`src/rtl/ifu_fetch.sv`:
```
// Instruction-fetch front end: owns the PC, keeps one imem request in flight,
// and buffers one {pc, inst} entry for decode. Branch redirects squash wrong-path work.
module ifu_fetch #(
  parameter logic [63:0] RESET_PC = 64'h0000_0000_8000_0000
) (
  input  logic        clk,
  input  logic        rst_n,
  input  logic        br_e,
  input  logic [63:0] br_addr,
  output logic        imem_req_valid,
  input  logic        imem_req_ready,
  output logic [63:0] imem_req_addr,
  input  logic        imem_resp_valid,
  input  logic [31:0] imem_resp_data,
  output logic        id_valid,
  input  logic        id_ready,
  output logic [63:0] id_pc,
  output logic [31:0] id_inst
);

  typedef enum logic [1:0] {
    ST_REQ,
    ST_WAIT,
    ST_OUT
  } state_e;

  state_e      state_q, state_d;
  logic [63:0] pc_q, pc_d;
  logic        drop_q, drop_d;
  logic        req_valid_q;
  logic        id_valid_q, id_valid_d;
  logic [63:0] id_pc_q, id_pc_d;
  logic [31:0] id_inst_q, id_inst_d;
  logic        req_fire;

  assign req_fire = req_valid_q & imem_req_ready;

  // Redirect overrides every other event; drop marks a response that belongs to the old path.
  always_comb begin
    state_d    = state_q;
    pc_d       = pc_q;
    drop_d     = drop_q;
    id_valid_d = id_valid_q;
    id_pc_d    = id_pc_q;
    id_inst_d  = id_inst_q;
    if (br_e) begin
      pc_d       = {br_addr[63:2], 2'b00};
      id_valid_d = 1'b0;
      case (state_q)
        ST_REQ: begin
          if (req_fire) begin
            state_d = ST_WAIT;
            drop_d  = 1'b1;
          end
        end
        ST_WAIT: begin
          if (imem_resp_valid) begin
            state_d = ST_REQ;
            drop_d  = 1'b0;
          end else begin
            drop_d = 1'b1;
          end
        end
        default: state_d = ST_REQ;
      endcase
    end else begin
      case (state_q)
        ST_REQ: begin
          if (req_fire) state_d = ST_WAIT;
        end
        ST_WAIT: begin
          if (imem_resp_valid) begin
            if (drop_q) begin
              drop_d  = 1'b0;
              state_d = ST_REQ;
            end else begin
              id_valid_d = 1'b1;
              id_pc_d    = pc_q;
              id_inst_d  = imem_resp_data;
              pc_d       = pc_q + 64'd4;
              state_d    = ST_OUT;
            end
          end
        end
        ST_OUT: begin
          if (id_ready) begin
            id_valid_d = 1'b0;
            state_d    = ST_REQ;
          end
        end
        default: state_d = ST_REQ;
      endcase
    end
  end

  // Request valid is registered so the first request appears the cycle after reset release.
  always_ff @(posedge clk or negedge rst_n) begin
    if (!rst_n) begin
      state_q     <= ST_REQ;
      pc_q        <= RESET_PC;
      drop_q      <= 1'b0;
      req_valid_q <= 1'b0;
      id_valid_q  <= 1'b0;
      id_pc_q     <= 64'h0;
      id_inst_q   <= 32'h0000_0013;
    end else begin
      state_q     <= state_d;
      pc_q        <= pc_d;
      drop_q      <= drop_d;
      req_valid_q <= (state_d == ST_REQ);
      id_valid_q  <= id_valid_d;
      id_pc_q     <= id_pc_d;
      id_inst_q   <= id_inst_d;
    end
  end

  assign imem_req_valid = req_valid_q;
  assign imem_req_addr  = pc_q;
  assign id_valid       = id_valid_q;
  assign id_pc          = id_pc_q;
  assign id_inst        = id_inst_q;

endmodule

```
`config.mk`:
```
export PLATFORM = sky130hd
export DESIGN_NAME = ifu_fetch
export DESIGN_NICKNAME = d
export VERILOG_FILES = /design/src/rtl/ifu_fetch.sv
export SDC_FILE = /design/constraint.sdc
export NUM_CORES = 1
export LEC_CHECK = 0
export CAP_MARGIN = 20
export CORE_MARGIN = 5
export CORE_UTILIZATION = 49
export DETAILED_ROUTE_END_ITERATION = 16
export GPL_TIMING_DRIVEN = 0
export HOLD_SLACK_MARGIN = 0.15
export PLACE_DENSITY = 0.95
export SLEW_MARGIN = 20
export SYNTH_ARGS = -nofsm -noshare
export SYNTH_HDL_FRONTEND = slang
export SYNTH_SLANG_ARGS = --single-unit
```
`constraint.sdc`:
```
create_clock -name clk -period 4.52 [get_ports clk]
set_input_delay 0.904 -clock clk [delete_from_list [all_inputs] [get_ports clk]]
set_output_delay 0.904 -clock clk [all_outputs]
set_load 0.01 [all_outputs]
```
==> implementation parameters <==
Parameter                              Value

Outcome
  Run status    finished clean

Final layout
  Diode count    0
  Area of combinational cells with multiple inputs    roughly 3200 um^2
  Layout cell share with drive strength beyond 1    15.2%
  Sequential cell area    a little over 4000 um^2
  Post-route non-filler standard cell count    between 1000 and 1500
  Layout overhead on the synthesized area    47.2%
  Total Nets Final    around 1100
  Final-layout fill cell count    just under 1000

Timing
  Share of the clock period used by the worst path    between 70% and 80%
  RSZ-0062 raised after global routing    false
  Total setup violations reported at the end of the flow    0
  Timing-limited maximum frequency    294 MHz
  Worst Clk Skew    between 0.007 and 0.008 ns
  Transition time of the tightest slew-check pin    around 1 ns
  Shortest clock period the worst path allows after layout    roughly 3.4 ns
  Max-slew headroom    between 30% and 40%
  Final Slew Violations    0
  Setup TNS    0 ns
  Final hold violation count    0

Power and ir drop
  Design Power    slightly below 6 mW
  Power Density    approximately 540 nW/um^2
  Leak    approximately 4.3 nW
  Worst vdd rail ir drop    ~0.39 mV

Synth
  Number of warnings reported in the yosys synthesis log    0
  Synth Register Bits    around 160
  Cell area after synthesis    7460 um^2
  Most used DFF post-synth    dfrtp_1
  Library cells used by synthesis    46
  Top cells by area, synth    dfrtp_1 53%, mux2_2 15%, xnor2_1 3.8%
  Cell type with the largest total area after synthesis    dfrtp_1
  Compound-Gate Fraction of Synth Area    just under 6%
  Area share of the largest cell type after synthesis    52.6%
  Synth Instances    667
  Post-synthesis mux area share    approximately 15%
  Share of async-settable or async-resettable flops after synthesis    100%
  EDFF count, synth    0
  Adder-cell area share of the yosys netlist    0.168%
  Post-Syn Area per Cell    between 10 and 15 um^2
  Portion of the post-synthesis area used by sequential elements    between 50% and 60%
  Simple-gate area share of the yosys netlist    roughly 17%
  Combinational family with the most area after synthesis    simple AND/OR/NAND/NOR gates
  Xor-xnor portion of the synthesized cell area    5.16%

Setup path
  Worst endpoint required time    about 4.9 ns
  Worst setup path startpoint    br_e
  Startpoint type of the worst setup path    input port
  Launch point of the worst reg-to-reg path    state_q[1]
  Worst Setup End Kind    flop
  Worst Path Class, Setup    input port to flop
  Arrival time at the worst endpoint    about 3.7 ns
  Reg2reg setup slack    ~1.7 ns
  Maximum fanout encountered on the critical timing path    10

Min path
  Class of the most critical hold timing path    input port to async pin

Global route
  Via count of the first global-routing pass    6965
  First-pass GRT wire length    roughly 38 mm
  Pin count of the biggest net entering global routing    90
  Total overflow reported by the global router    0
  Initial antenna violation count    0
  Global-route usage over all layers    a little over a quarter

Clocking
  Resized cells post-CTS    0
  CTS buffer count    17
  CTS HTree Levels    4
  Clock latency at the later pin of the worst-skew pair    around 0.43 ns
  Clk sink count    between 150 and 200
  CTS tree    built
  Maximum root-to-sink buffer count    2
  Hold Buf Count CTS    0
  Clock root buffer    clkbuf_16
  Post-CTS Setup Inserts    0
  Clock transition time at the flip-flop clock pins of the worst setup and hold paths    0.06 ns

Route
  Antenna violation net count after detailed routing    0
  Pre-antenna DRT Iters    5
  Via count normalized by instance count    ~5.8
  Total vias in the final route    approximately 6700
  Number of design-rule violations left by the first detailed-router iteration    around 540
  Total detailed-routing wirelength    between 20 and 25 mm
  Routed length per instance    roughly 21 um
  Number of design rule violations left after detail routing    0

Placed design
  Gp weighted congestion    slightly below 0.9
  Number of port buffers    around 260
  Hpwl dp    between 15 and 20 mm
  Number of cells in the design after placement    between 1000 and 1500

Die
  Placeable core area    15100 um^2
  IO Count    ~260
  Overall die area    roughly 18000 um^2
  Number of core rows    between 40 and 50
  Effective utilization at floorplan    between 40% and 50%
  Die boundary height    around 130 um
  Die width    approximately 130 um

Job
  MaxCap Viol Count    0
[cell usage after synthesis, types with 5 or more instances]
cell type	count
nor3_1	19
nand3_1	26
dfrtp_1	157
a221o_1	5
nand4_1	30
and4_1	11
or4_1	12
o21ai_0	46
nor2_1	16
inv_1	9
nor4_1	22
nand2_1	70
clkbuf_1	34
mux2_2	97
nor2b_1	10
xnor2_1	32
xor2_1	12
and3_1	9
a31oi_1	8
[placed cells by master (no fill, tap or decap), types with 2 or more instances in the layout]
cell type | synthesis | final
nand2b_1 | 2 | 2
nor3_1 | 19 | 19
clkbuf_8 | 0 | 2
mux2_2 | 97 | 97
or4_1 | 12 | 12
clkbuf_1 | 34 | 34
and4_1 | 11 | 11
clkinvlp_4 | 0 | 2
a31oi_1 | 8 | 8
nor2_1 | 16 | 16
bufinv_16 | 0 | 5
nor4_2 | 0 | 2
nand4_1 | 30 | 30
xnor2_1 | 32 | 32
o21ai_0 | 46 | 46
buf_4 | 4 | 4
and2_1 | 4 | 4
dfstp_2 | 4 | 4
o31ai_1 | 3 | 3
inv_1 | 9 | 9
nor2b_1 | 10 | 10
and3_1 | 9 | 9
a22oi_1 | 4 | 4
nor4_1 | 22 | 20
dfrtp_1 | 157 | 157
clkinv_2 | 0 | 3
clkdlybuf4s50_1 | 0 | 256
a221o_1 | 5 | 5
nand3_1 | 26 | 26
conb_1 | 1 | 4
inv_6 | 0 | 2
xor2_1 | 12 | 12
clkbuf_16 | 0 | 17
nand2_1 | 70 | 70
[critical path, cell delays in order]
cell and delay (ns):
clkdlybuf4s50_1 0.64, clkbuf_1 0.43, clkbuf_1 0.40, clkbuf_1 0.64, clkbuf_1 0.47, nand2_1 0.11, o21ai_0 0.12
[cell families (layout without fill, tap and decap cells)]
logic type	count (synthesis)	count (layout)
compound gates	73	73
simple gates	238	238
other cells	1	4
buf+inv	51	341
mux	98	98
xor+xnor	44	44
fa+ha+maj	1	1
flops	161	161
[stage by stage]
| stage | utilization [%] | area (um^2) | hold slack, ns | setup WS (ns) |
|---|---|---|---|---|
| 2_1_floorplan | - | 7470 | 0.470 | 1.61 |
| 3_3_place_gp | 68.1 | 10300 | 0.488 | -3.95 |
| 3_5_place_dp | 68.4 | 10300 | 0.495 | 0.573 |
| 4_1_cts | 72.7 | 11000 | 0.454 | 1.00 |
| 5_1_grt | 72.8 | 11000 | 0.479 | 0.947 |
| 6_report | 72.8 | 11000 | 0.430 | 1.12 |
[area by class of cell]
| type | count | area share, % |
|---|---|---|
| plain buffers | 41 | 1.56 |
| clock buffers | 19 | 4.12 |
| clock inverters | 13 | 1.88 |
| inverters | 10 | 0.342 |
| multi-input cells | 458 | 29.5 |
| flip-flops and latches | 161 | 36.7 |
| well taps | 188 | 2.14 |
| repair buffers | 258 | 23.7 |
[per-layer routing]
metal / up-vias / part of all wire [%] / track usage (%)
met4: 0 / 3.5 / 12.2
met1: 3285 / 38 / 33.4
met3: 64 / 7.6 / 7.02
li1: 2975 / - / -
met2: 363 / 51 / 46.0
met5: - / 0 / 0
[registers in the layout, summed over array words and instances (netlist names)]
register        cells
id_pc              62
imem_req_addr      62
id_inst            32
state_q             2
drop_q              1
id_valid            1
imem_req_valid      1
[power by group]
part	total [mW]	switching, mW	internal [mW]
Sequential	2.26	0.336	1.93
Combinational	2.03	0.770	1.26
Clock	1.61	0.604	1.01
Total	5.91	1.71	4.20
[worst paths after layout]
check / cells after the start / end
setup reg to reg: 6 / id_pc[11]
min in group clk: 1 / id_pc[52]
max in group asynchronous: 2 / id_inst[0]
hold reg to reg: 1 / id_pc[52]
setup / recovery: 7 / imem_req_addr[8]
hold / removal: 1 / id_pc[32]
Note: power is estimated with default switching activity, not from simulation.
